===== src/rtl/pci_arbiter.sv =====
// pci_arbiter: three-device PCI bus arbiter with a dead cycle between grants
// and an idle-grant timeout.
// Build option: define PCI_ARB_ROUND_ROBIN_EN for round-robin selection with a
// last-winner pointer; without it, selection is fixed priority A > B > C.
module pci_arbiter #(
  parameter int TIMEOUT = 16
) (
  input  logic       Clk,
  input  logic       Rst,
  input  logic [2:0] Req,
  input  logic       Frame,
  input  logic       IRDY,
  output logic [2:0] GNT,
  output logic [1:0] Bus_Owner,
  output logic       Bus_Busy
);

  localparam logic [1:0] ST_IDLE    = 2'd0;
  localparam logic [1:0] ST_GRANT   = 2'd1;
  localparam logic [1:0] ST_BUSY    = 2'd2;
  localparam logic [1:0] ST_RELEASE = 2'd3;

  localparam logic [1:0] OWN_NONE = 2'b11;
  localparam logic [4:0] CNT_LAST = 5'(TIMEOUT - 1);

  logic [1:0] state;
  logic [1:0] state_nx;
  logic [4:0] cnt;
  logic [4:0] cnt_nx;
  logic [1:0] own_nx;
  logic [1:0] winner;
  logic       bus_idle;

  // Active-low grant vector for an encoded owner; "none" releases every line.
  function automatic logic [2:0] gnt_of(input logic [1:0] own);
    case (own)
      2'd0:    gnt_of = 3'b110;
      2'd1:    gnt_of = 3'b101;
      2'd2:    gnt_of = 3'b011;
      default: gnt_of = 3'b111;
    endcase
  endfunction

  assign bus_idle = Frame & IRDY;

`ifdef PCI_ARB_ROUND_ROBIN_EN
  logic [1:0] ptr;
  logic [1:0] ptr_nx;

  // Cyclic successor in A -> B -> C -> A order.
  function automatic logic [1:0] succ(input logic [1:0] p);
    case (p)
      2'd0:    succ = 2'd1;
      2'd1:    succ = 2'd2;
      default: succ = 2'd0;
    endcase
  endfunction

  // First requester strictly after the last winner; the last winner itself comes last.
  function automatic logic [1:0] pick(input logic [2:0] req_n, input logic [1:0] p);
    logic [1:0] c1;
    logic [1:0] c2;
    logic [1:0] c3;
    c1 = succ(p);
    c2 = succ(c1);
    c3 = succ(c2);
    if (!req_n[c1])      pick = c1;
    else if (!req_n[c2]) pick = c2;
    else if (!req_n[c3]) pick = c3;
    else                 pick = OWN_NONE;
  endfunction

  assign winner = pick(Req, ptr);
`else
  // Fixed priority: A beats B beats C.
  function automatic logic [1:0] pick(input logic [2:0] req_n);
    if (!req_n[0])      pick = 2'd0;
    else if (!req_n[1]) pick = 2'd1;
    else if (!req_n[2]) pick = 2'd2;
    else                pick = OWN_NONE;
  endfunction

  assign winner = pick(Req);
`endif

  // Next-state, idle counter, owner and (optionally) last-winner pointer.
  always_comb begin
    state_nx = state;
    cnt_nx   = cnt;
    own_nx   = Bus_Owner;
`ifdef PCI_ARB_ROUND_ROBIN_EN
    ptr_nx   = ptr;
`endif
    case (state)
      ST_IDLE, ST_RELEASE: begin
        // Frame is ignored here: nobody holds a grant.
        if (Req != 3'b111) begin
          state_nx = ST_GRANT;
          cnt_nx   = 5'd0;
          own_nx   = winner;
        end else begin
          state_nx = ST_IDLE;
          own_nx   = OWN_NONE;
        end
      end
      ST_GRANT: begin
        if (!Frame) begin
          state_nx = ST_BUSY;
`ifdef PCI_ARB_ROUND_ROBIN_EN
          ptr_nx   = Bus_Owner;
`endif
        end else if (cnt == CNT_LAST) begin
          // Timeout takes precedence over a simultaneous request withdrawal,
          // and demotes the idle owner so others get the next turn.
          state_nx = ST_RELEASE;
          own_nx   = OWN_NONE;
`ifdef PCI_ARB_ROUND_ROBIN_EN
          ptr_nx   = Bus_Owner;
`endif
        end else if (Req[Bus_Owner]) begin
          state_nx = ST_RELEASE;
          own_nx   = OWN_NONE;
        end else begin
          cnt_nx   = cnt + 5'd1;
        end
      end
      ST_BUSY: begin
        // Grant is held regardless of Req until the bus goes idle.
        if (bus_idle) begin
          state_nx = ST_RELEASE;
          own_nx   = OWN_NONE;
        end
      end
      default: begin
        state_nx = ST_IDLE;
        own_nx   = OWN_NONE;
      end
    endcase
  end

  // State and registered outputs; reset releases the bus immediately.
  always_ff @(posedge Clk or posedge Rst) begin
    if (Rst) begin
      state     <= ST_IDLE;
      cnt       <= 5'd0;
      Bus_Owner <= OWN_NONE;
      GNT       <= 3'b111;
      Bus_Busy  <= 1'b0;
    end else begin
      state     <= state_nx;
      cnt       <= cnt_nx;
      Bus_Owner <= own_nx;
      GNT       <= gnt_of(own_nx);
      Bus_Busy  <= (state_nx == ST_BUSY);
    end
  end

`ifdef PCI_ARB_ROUND_ROBIN_EN
  // Last-winner pointer; reset value 2 makes device A the first winner.
  always_ff @(posedge Clk or posedge Rst) begin
    if (Rst) ptr <= 2'd2;
    else     ptr <= ptr_nx;
  end
`endif

endmodule

===== config.mk =====
export PLATFORM = sky130hd
export DESIGN_NAME = pci_arbiter
export DESIGN_NICKNAME = d
export VERILOG_FILES = /design/src/rtl/pci_arbiter.sv
export SDC_FILE = /design/constraint.sdc
export NUM_CORES = 1
export LEC_CHECK = 0
export ABC_AREA = 1
export CORE_ASPECT_RATIO = 1.75
export CORE_MARGIN = 2
export CORE_UTILIZATION = 30
export CTS_BUF_LIST = sky130_fd_sc_hd__clkbuf_8
export DETAILED_ROUTE_END_ITERATION = 8
export PLACE_DENSITY = 0.59
export SKIP_CTS_REPAIR_TIMING = 1
export SLEW_MARGIN = 40
export SYNTH_ARGS = -nofsm -noshare
export SYNTH_HDL_FRONTEND = slang
export SYNTH_SLANG_ARGS = --single-unit

===== constraint.sdc =====
create_clock -name Clk -period 1.5 [get_ports Clk]
set_input_delay 0.45 -clock Clk [delete_from_list [all_inputs] [get_ports Clk]]
set_output_delay 0.45 -clock Clk [all_outputs]
set_load 0.1 [all_outputs]

==> impl_metrics.toml <==
[critical_path]
cp.required_ns = 1.63
critPathLaunchType = "flip-flop"
arrival_ns = 1.67
critPathCaptureType = "flip-flop"
worst-setup-path-type = "flip-flop to flip-flop"
crit_fanout = 6

[synthesis]
ys_types = 20
synthArstFlopShare_pct = 100
synth_edf_count = 0
avgSynthCellArea_um2 = 7.64
yosys_warnings = 0
ys_top_cells_by_area = "dfrtp_1, dfstp_2, nand2_1"
synth_nets = 115
ys_ff_latch = 13
synth_largest_area_cell = "dfrtp_1"
yosysMostFrequentCell = "nand2_1"
yosys_most_used_dff = "dfrtp_1"
ys_top_cells_by_count = "nand2_1, inv_1, nand3_1"
synth_area_um2 = 787
yosysSeqAreaShare_pct = 42.1
syn_inst = 103
synth_top_cell_area_share_pct = 25.4

[finish]
fin_util_pct = 50.5
layout-drive-gt1-share_pct = 48.8
nFillCells = 235
synthToLayoutAreaGrowth_pct = 59.9
n_antenna_cell = 0
nets = 142
final_cells = 155

[cts]
clock_latency_ns = 0.24
numCtsBuffers = 3
cts.clk_slew.worst_paths_ns = 0.05
cts_tree = "done"
clock-root-buffer = "clkbuf_8"
h-tree-depth = 1
cts_max_path_buffers = 2
numClockSinks = 13

[sta]
finalCritPeriodShare_pct = 102
hold_viol = 0
setup-tns-final_ns = -0.182
final-max-slew-violation-count = 0
setup_ws_ns = -0.0323
finalCriticalPeriod_ns = 1.53
relSlewSlack_pct = 80.9
final-setup-viol-count = 9
rsz0062_at_grt = "yes"
fmaxAchievable_mhz = 653
worstMarginPinSlew_ns = 0.286
hold_ws_ns = 0.489
skew_ns = 0.00117

[place]
place_congestion = 0.862
io_buffers = 12
dp_hpwl_mm = 1.46
dp.cells = 149
pre_cts_ws_ns = -0.229

[drt]
drc = 0
antenna_left = 0
drt-total-wl_mm = 1.95
dr.pass1.iters = 3
drt_iter0_markers = 8
via_per_inst = 4.88
via_count = 756
routedWlPerCell_um = 12.6

[grt]
track_usage_pct = 13.3
grt_pass1_wl_mm = 3.12
overflow = 0
grt_max_degree = 14
antenna_found_initial = 0
grt_pass1_vias = 772

[floorplanning]
die_h_um = 71.8
die_area_um2 = 3070
io_pins = 13
core_um2 = 2490
die_w_um = 42.7
start_util_pct = 31.6
row_count = 24

[hold_path]
min_path_type = "input pin to asynchronous set/reset pin"

[power_and_ir_drop]
powerDensity_nw_per_um2 = 2220
ir_worst_vdd_mv = 0.762
power.leakage_uw = 0.000596

[run_status]
violations = "negative setup slack"
outcome = "complete, but fails checks"

[flow_run]
cap_viol_max_count = 0
-- report_power, final --
part / total, uW / switching [uW] / internal (uW)
Combinational: 1840 / 1160 / 685
Clock: 303 / 122 / 181
Sequential: 647 / 117 / 530
-- flip-flops by register name, summed over array words and instances, names as in the netlist --
signal     flops
state          2
Bus_Busy       1
Bus_Owner      2
cnt            5
GNT            3
-- cells in the final DEF, fill, tap and decap left out --
cell,instances
buf_4,10
a21oi_2,1
dfstp_4,2
dfstp_2,3
dfrtp_1,7
nor2_4,2
nand3_2,3
clkbuf_8,3
nor2_2,1
inv_1,13
buf_12,6
clkdlybuf4s50_1,6
a21boi_2,1
nand3_1,10
o21ai_2,1
nor3_2,1
nand2_1,14
o21ai_4,1
nor3b_1,1
a21oi_1,3
nand2_2,17
ha_4,3
ha_1,1
inv_2,4
nand2_4,2
nand3b_1,1
dfrtp_2,1
xor2_1,1
ha_2,1
o21bai_1,1
nor2_1,7
nor3_1,1
-- path summary, 6_finish.rpt --
kind / start / endpoint / slack (ns) / cells past startpoint
max in group asynchronous: Rst / GNT[2] / 0.78 / 3
max: cnt[1] / cnt[2] / -0.03 / 10
min: Rst / cnt[2] / 0.49 / 3
min in group Clk: cnt[4] / cnt[4] / 0.50 / 2
min reg2reg: cnt[4] / cnt[4] / 0.50 / 2
max reg2reg: cnt[1] / cnt[2] / -0.03 / 10
-- cell families after synthesis --
group,share of synthesized area [%]
AO/OA/AOI/OAI,6.68
XOR/XNOR,1.11
adder cells (fa/ha/maj),7.95
buffers and inverters,7.63
flip-flops,42.1
AND/OR/NAND/NOR,34.5
-- area by class of cell --
type	instances	area [um2]	area share, %
multi-input combinational	74	526	41.7
inverter	16	60.1	4.77
clock buffer	3	41.3	3.28
clock inverter	1	3.75	0.298
tap	26	32.5	2.58
sequential	13	340	27.0
timing repair buffer	22	255	20.3
-- layer usage --
| layer | routed length (um) | global-route usage, % |
|---|---|---|
| met5 | 0 | 0 |
| met4 | 80 | 7.99 |
| met3 | 61 | 2.02 |
| met2 | 1140 | 24.7 |
| met1 | 670 | 13.2 |
-- worst max-delay path, cell delays in order (launching register included) --
cell and delay [ns]:
dfrtp_1 0.38, ha_2 0.20, nand2_2 0.09, nor2_4 0.06, ha_4 0.17, nor2_4 0.08, nand3_2 0.09, o21ai_4 0.12
nand2_4 0.12, nand2_2 0.08, nand2_2 0.05
-- per-stage QoR --
stage | power (uW) | instance area, um2
after detailed placement | 2240 | 1080
after global routing | 2960 | 1260
after floorplan | 1700 | 807
after global placement | 2220 | 1080
after CTS | 2550 | 1120
final | 2790 | 1260
No activity file was read; power rests on OpenSTA's default activity.
